<file path="config.mk">
export PLATFORM = sky130hd
export DESIGN_NAME = apu_length_counter_bank
export DESIGN_NICKNAME = d
export VERILOG_FILES = /design/src/rtl/apu_pkg.sv /design/src/rtl/length_counter_channel.sv /design/src/rtl/apu_length_counter_bank.sv
export SDC_FILE = /design/constraint.sdc
export NUM_CORES = 1
export LEC_CHECK = 0
export CAP_MARGIN = 25
export CORE_ASPECT_RATIO = 1.25
export CORE_MARGIN = 1
export CORE_UTILIZATION = 48
export DETAILED_ROUTE_END_ITERATION = 8
export PLACE_DENSITY = 0.75
export SLEW_MARGIN = 10
export SYNTH_ARGS = -nofsm -noshare
export SYNTH_HDL_FRONTEND = slang
export SYNTH_SLANG_ARGS = --single-unit
</file>
<file path="constraint.sdc">
create_clock -name clk -period 2.45 [get_ports clk]
set_input_delay 0.735 -clock clk [delete_from_list [all_inputs] [get_ports clk]]
set_output_delay 0.735 -clock clk [all_outputs]
set_load 0.01 [all_outputs]
</file>
<file path="src/rtl/apu_pkg.sv">
// Shared definitions for the APU length counter bank: the 32-entry length
// table, its index width and the default channel count.
package apu_pkg;

    localparam int LEN_IDX_W        = 5;
    localparam int DEFAULT_CHANNELS = 4;

    localparam logic [7:0] LENGTH_TABLE [32] = '{
        8'd10,  8'd254, 8'd20,  8'd2,   8'd40,  8'd4,   8'd80,  8'd6,
        8'd160, 8'd8,   8'd60,  8'd10,  8'd14,  8'd12,  8'd26,  8'd14,
        8'd12,  8'd16,  8'd24,  8'd18,  8'd48,  8'd20,  8'd96,  8'd22,
        8'd192, 8'd24,  8'd72,  8'd26,  8'd16,  8'd28,  8'd32,  8'd30
    };

endpackage

</file>
<file path="src/rtl/length_counter_channel.sv">
// One APU length counter: table load, gated decrement and a one-cycle expiry pulse.
// Define LENGTH_CLOCK_RACE_EN to let a running decrement beat a coincident load.
module length_counter_channel
    import apu_pkg::*;
#(
    parameter int CNT_W = 8
) (
    input  logic                 clk,
    input  logic                 reset,
    input  logic                 half_frame,
    input  logic                 enable,
    input  logic                 halt,
    input  logic                 load,
    input  logic [LEN_IDX_W-1:0] load_index,
    output logic [CNT_W-1:0]     count,
    output logic                 active,
    output logic                 expired
);

`ifdef LENGTH_CLOCK_RACE_EN
    localparam bit RACE_EN = 1'b1;
`else
    localparam bit RACE_EN = 1'b0;
`endif

    logic [CNT_W-1:0] count_q, count_d;
    logic             active_q;
    logic             expired_q, expired_d;
    logic             tick;
    logic             load_wins;

    always_comb begin
        tick      = half_frame && !halt && (count_q != '0);
        // In the race build a live decrement swallows a coincident load.
        load_wins = load && !(RACE_EN && tick);
        count_d   = count_q;
        expired_d = 1'b0;
        if (!enable) begin
            count_d = '0;
        end else if (load_wins) begin
            count_d = CNT_W'(LENGTH_TABLE[load_index]);
        end else if (tick) begin
            count_d   = count_q - CNT_W'(1);
            expired_d = (count_q == CNT_W'(1));
        end
    end

    always_ff @(posedge clk) begin
        if (reset) begin
            count_q   <= '0;
            active_q  <= 1'b0;
            expired_q <= 1'b0;
        end else begin
            count_q   <= count_d;
            active_q  <= (count_d != '0);
            expired_q <= expired_d;
        end
    end

    assign count   = count_q;
    assign active  = active_q;
    assign expired = expired_q;

endmodule

</file>
<file path="src/rtl/apu_length_counter_bank.sv">
// Bank of independent APU length counters sharing one length table.
// Optional macro LENGTH_CLOCK_RACE_EN selects the hardware load/clock race behaviour.
module apu_length_counter_bank
    import apu_pkg::*;
#(
    parameter int CHANNELS = DEFAULT_CHANNELS,
    parameter int CNT_W    = 8
) (
    input  logic                          clk,
    input  logic                          reset,
    input  logic                          half_frame,
    input  logic [CHANNELS-1:0]           enable,
    input  logic [CHANNELS-1:0]           halt,
    input  logic [CHANNELS-1:0]           load,
    input  logic [CHANNELS*LEN_IDX_W-1:0] load_index,
    output logic [CHANNELS*CNT_W-1:0]     count,
    output logic [CHANNELS-1:0]           active,
    output logic [CHANNELS-1:0]           expired
);

    genvar gi;
    generate
        for (gi = 0; gi < CHANNELS; gi++) begin : g_ch
            length_counter_channel #(
                .CNT_W (CNT_W)
            ) u_channel (
                .clk        (clk),
                .reset      (reset),
                .half_frame (half_frame),
                .enable     (enable[gi]),
                .halt       (halt[gi]),
                .load       (load[gi]),
                .load_index (load_index[gi*LEN_IDX_W +: LEN_IDX_W]),
                .count      (count[gi*CNT_W +: CNT_W]),
                .active     (active[gi]),
                .expired    (expired[gi])
            );
        end
    endgenerate

endmodule

</file>
Word-level counts from Yosys, hierarchy flattened
Memories as Yosys holds them, arrays and structs flattened. Cells that the tools add are included.

$add $sub $neg: 4. Magnitude comparators: 4. Equality and inequality tests: 4. Multiplexer cells: 20. Bitwise logic cells: 12. Reduce and logical (&&, ||, !) cells: 24.

Operator list (count): two-way mux 8 bit (20); nonzero test 8 bit (8); == test 8 x 1 -> 1 bit (second input constant) (4); subtractor 8 x 1 -> 8 bit (second input constant) (4); greater-or-equal comparator 6 bit (second input constant) (4); inverter 5 -> 6 bit (4); OR reduction 4 bit (4); logical AND 1 bit (8); inverter 1 bit (8); logical NOT 1 bit (4).

Flip-flop bits (word level): 40. Memory bits (read-only): 1024. Input bits: 35. Output and inout bits: 40. Logic and storage cells: 84. Memories kept: 4.

Memories: (name not given) (words 32, bits a word 8, rd ports 1, clocked after Yosys merged registers in 0, wr ports 0, line length_counter_channel.sv:41) `count_d = CNT_W'(LENGTH_TABLE[load_index]);`; (name not given) (words 32, bits a word 8, rd ports 1, clocked after Yosys merged registers in 0, wr ports 0, line length_counter_channel.sv:41); (name not given) (words 32, bits a word 8, rd ports 1, clocked after Yosys merged registers in 0, wr ports 0, line length_counter_channel.sv:41); (name not given) (words 32, bits a word 8, rd ports 1, clocked after Yosys merged registers in 0, wr ports 0, line length_counter_channel.sv:41).

Logic depth before layout (Yosys ltp)
Depth in word-level cells: 7. Depth in mapped cells: 8. Depth with buffers taken out: 8.

Modules after synthesis
Synthesis repeated with hierarchy kept, for this count alone.

Cell total of the unflattened synthesis: 515. Area total of the unflattened synthesis: 4047.6 um2.

By module, submodules not included: length_counter_channel at g_ch[2].u_channel ... (times used 2, cells each 135, area an instance 1048.5 um2, seq. area each 200.2 um2); length_counter_channel at g_ch[1].u_channel (times used 1, cells each 127, area an instance 1012.2 um2, seq. area each 200.2 um2); length_counter_channel at g_ch[0].u_channel (times used 1, cells each 118, area an instance 938.4 um2, seq. area each 200.2 um2).

Least setup slack after synthesis
OpenSTA, ideal clock, no wires.

Kind: input to register. From: input port halt[0]. To: register g_ch[0].u_channel.active_q. Library setup time: 0.081 ns. Arrival: 2.294 ns. Required time: 2.369 ns. Setup slack: 0.075 ns. Stages on the path: 6. Buffers on the path: 0. Cell sequence: or4b_4 a211oi_2 mux2_1 a221oi_1 a311oi_1 a41oi_1.

Word-level cells in the longest chain between the ends: 7.

Ends and longest elaborated chain: start, declared (line apu_length_counter_bank.sv:13) `input logic [CHANNELS-1:0] halt,`; logical NOT 1 bit (line length_counter_channel.sv:33) `tick = half_frame && !halt && (count_q != '0);`; logical AND 1 bit (2 in a row) (line length_counter_channel.sv:33); two-way mux 8 bit (line length_counter_channel.sv:42) `end else if (tick) begin`; two-way mux 8 bit (line length_counter_channel.sv:40) `end else if (load_wins) begin`; two-way mux 8 bit (line length_counter_channel.sv:38) `if (!enable) begin`; nonzero test 8 bit (line length_counter_channel.sv:55) `active_q <= (count_d != '0);`; end signal, assigned (line length_counter_channel.sv:55); end, declared (line length_counter_channel.sv:27) `logic active_q;`.

Every way passes these cells. A chain may end at the register's enable or synchronous reset.

Worst setup path after layout
From: input port load_index[11]. To: register g_ch[2].u_channel.active_q.

Word-level cells in the longest chain between the ends: 7.

Ends and longest elaborated chain: start, declared (line apu_length_counter_bank.sv:15) `input logic [CHANNELS*LEN_IDX_W-1:0] load_index,`; inverter 5 -> 6 bit (implied by the code) (line length_counter_channel.sv:41); memory (32 x 8 bit); two-way mux 8 bit (implied by the code) (2 in a row) (line length_counter_channel.sv:41); two-way mux 8 bit (line length_counter_channel.sv:40); two-way mux 8 bit (line length_counter_channel.sv:38); nonzero test 8 bit (line length_counter_channel.sv:55); end signal, assigned (line length_counter_channel.sv:55); end, declared (line length_counter_channel.sv:27).

Every way passes these cells. The select of a mux whose other input is x is not followed.

==> metrics.md <==
| Metric | Value |
|---|---|
| Power Density | `between 300 and 400 nW/um2` |
| DRT iter0 DRCs | `between 200 and 250` |
| Netlist cell types | `70` |
| Syn nets | `about 570` |
| Multi-input gate area in the final layout | `approximately 3000 um2` |
| Worst-skew pair later-pin latency | `~0.3 ns` |
| Port Buffers | `74` |
| CP endpoint kind | `register` |
| Final hold violations | `0` |
| CP arrival | `2.69 ns` |
| CP Data Required Time | `roughly 2.6 ns` |
| Largest cells by area after synthesis | `dfxtp_1 (21%), ha_1 (12%), nor2_1 (5.4%), a21oi_1 (4.5%), inv_1 (3.2%)` |
| Setup TNS | `-0.0667 ns` |
| Die Span X | `roughly 83 um` |
| Area Overhead vs Synth | `47.1%` |
| CP max stage cell | `clkdlybuf4s50_1` |
| # hold bufs at CTS | `0` |
| Reg clk slew, reported paths | `about 0.08 ns` |
| Largest net degree at the start of global routing | `21` |
| Max Cap Viol | `0` |
| First-pass GRT wire length | `between 15,000 and 20,000 um` |
| Period utilization | `103%` |
| Vias | `~4,400` |
| Max Clock Skew | `roughly 0.0065 ns` |
| GRT Util Overall | `between 20% and 30%` |
| Die area | `approximately 8500 um2` |
| End point of the critical path | `g_ch[2].u_channel.active` |
| Total Wirelength | `~12,000 um` |
| Leakage power total | `2.42 nW` |
| Hold depth | `2` |
| Hold WC Path Type | `register to register` |
| Core area | `7840 um2` |
| EDFF count, synth | `0` |
| CTS tree | `yes` |
| H-tree levels | `2` |
| CP Launch Point | `load_index[11]` |
| Classification of the worst setup path | `input pin to register` |
| # diodes | `0` |
| Slew HR | `60.8%` |
| Pre-CTS WS | `-0.682 ns` |
| Total grt overflow | `0` |
| Share of layout cells above drive strength 1 | `between 20% and 30%` |
| Worst setup SP type | `input pin` |
| Crit-path cells | `clkdlybuf4s50_1 > inv_1 > ha_1 > mux2i_1 > nor2_1 > a211oi_2 > o32ai_2 > nor4_1 > a31oi_1` |
| Wire per inst | `between 15 and 20 um` |
| RR Endpoint | `g_ch[3].u_channel.active` |
| Fmax | `about 400 MHz` |
| FILL cells | `~620` |
| Slowest stage delay, CP | `about 0.48 ns` |
| Mapped Area | `just under 4000 um2` |
| Crit path time final | `around 2.5 ns` |
| CTS root buf | `clkbuf_8` |
| Chip height | `slightly above 100 um` |
| I/O pins | `75` |
| DP Wirelength | `slightly below 9000 um` |
| Drt first pass iters | `5` |
| Synth warn | `0` |
| Mapped Cells | `501` |
| FFs w/ async S/R, synth | `0%` |
| FF-to-FF setup slack | `0.23 ns` |
| Num CTS Buffers | `5` |
| Status | `finished with violations` |
| Row cnt | `36` |
| Placed cell area | `~5400 um2` |
| Vias in the first global route | `4,160` |
| Worst vdd ir | `between 200 and 300 uV` |
| Final setup viols | `1` |
| Antenna Nets Post-Route | `0` |
| Total Nets Final | `between 700 and 800` |
| Synth Flop Type | `dfxtp_1` |
| Drt drc | `0` |
| Failing checks | `negative setup slack` |
| Initial core utilization | `49.8%` |
| Max clock buf depth | `2` |
| GPL Wtd Cong | `roughly 0.9` |
| Seq/Total Area, Yosys | `between 20 and 25%` |
| CP max FO | `2` |
| Register area | `roughly 800 um2` |
| Worst reg2reg path startpoint | `g_ch[3].u_channel.count[0]` |
| Design Area, Final | `5740 um2` |
| CTS sink cnt | `40` |
| Final setup margin | `-0.0667 ns` |
| Vias per cell | `a little under 6` |
| Initial antenna violation count | `0` |
| Final Power | `2.14 mW` |
| Yosys top cell by area | `dfxtp_1` |
| Synth Area per Inst | `between 7 and 8 um2` |
| Seq cells post-synth | `40` |
| FF-to-FF path depth | `9` |
| Post-synth top area share | `about a fifth` |
| Max-slew violation count | `0` |
| Worst-margin pin slew | `between 0.5 and 0.6 ns` |
cell families after synthesis:
family | share of synthesized area, %
simple gates | 29.4
xor+xnor | 2.92
mux | 6.03
buf+inv | 7.21
flops | 20.5
fa+ha+maj | 11.5
compound gates | 22.4
worst max-delay path: cells and delay by family:
kind / cells / cell delay, ns
compound gates: 3 / 0.52
mux: 1 / 0.13
fa+ha+maj: 1 / 0.31
simple gates: 2 / 0.44
buf+inv: 2 / 0.55
report_power, final:
part / leakage (nW) / switching [mW] / internal (mW)
clock network: 0.0645 / 0.249 / 0.360
logic: 2.02 / 0.384 / 0.429
registers: 0.326 / 0.0368 / 0.678
worst min-delay path by stage:
stage | from | to
2_1_floorplan | g_ch[2].u_channel.count[7] | g_ch[2].u_channel.expired
3_3_place_gp | g_ch[2].u_channel.count[7] | g_ch[2].u_channel.expired
3_5_place_dp | g_ch[2].u_channel.count[7] | g_ch[2].u_channel.expired
4_1_cts | g_ch[2].u_channel.count[7] | g_ch[2].u_channel.expired
5_1_grt | g_ch[2].u_channel.count[7] | g_ch[2].u_channel.expired
6_report | g_ch[2].u_channel.count[7] | g_ch[2].u_channel.expired
flip-flops by register name (all words and copies together), names as in the netlist:
register,count
g_ch.u_channel.active,4
g_ch.u_channel.count,32
g_ch.u_channel.expired,4
cells in the mapped netlist (all sizes together), types with 7 or more instances:
master,instances
o22ai,10
inv,33
a221oi,7
nor3b,9
a31oi,8
nand2b,19
a211oi,16
nand2,24
mux2i,10
a21oi,35
clkbuf,16
buf,13
nand3b,14
xnor2,9
ha,36
nor3,18
nor2b,17
nor2,56
o21ai,19
dfxtp,40
mux2,10
final cells by class:
| cell class | count | share of cell area, % |
|---|---|---|
| flip-flops and latches | 40 | 13.9 |
| repair buffers | 184 | 27.7 |
| clock inverters | 1 | 0.523 |
| inverters | 33 | 2.16 |
| well taps | 95 | 2.07 |
| clock buffers | 7 | 1.68 |
| multi-input cells | 398 | 52.0 |
what timing repair did:
action | 4_1_cts | 5_1_grt
resized for setup | 17 | 40
hold endpoints to repair | 0 | 0
setup buffers | 0 | 2
setup endpoints to repair | 11 | 7
pin swaps | 12 | 23
per-stage QoR:
stage	std cells	util (%)	hold WS [ns]
finish	758	73.3	0.655
global route	758	73.3	0.681
CTS	756	71.4	0.649
detailed placement	748	69.3	0.629
global placement	748	69.3	0.611
floorplan	501	-	0.619
placed cells by master, fill, tap and decap left out, types with 16 or more instances in the layout:
| cell type | count |
|---|---|
| nor3_1 | 16 |
| dfxtp_1 | 40 |
| inv_1 | 31 |
| nand2b_1 | 19 |
| clkdlybuf4s50_1 | 65 |
| a21oi_1 | 31 |
| nand2_1 | 24 |
| nor2_1 | 56 |
| nor2b_1 | 17 |
| ha_1 | 35 |
| buf_4 | 107 |
per-layer routing:
| metal | vias up | routed length, um | track usage (%) |
|---|---|---|---|
| li1 | 2141 | - | - |
| met1 | 2079 | 4600 | 30.6 |
| met2 | 171 | 6280 | 52.8 |
| met3 | 19 | 724 | 4.25 |
| met4 | 0 | 199 | 8.22 |
| met5 | - | 0 | 0 |
(Power assumes the default switching activity.)
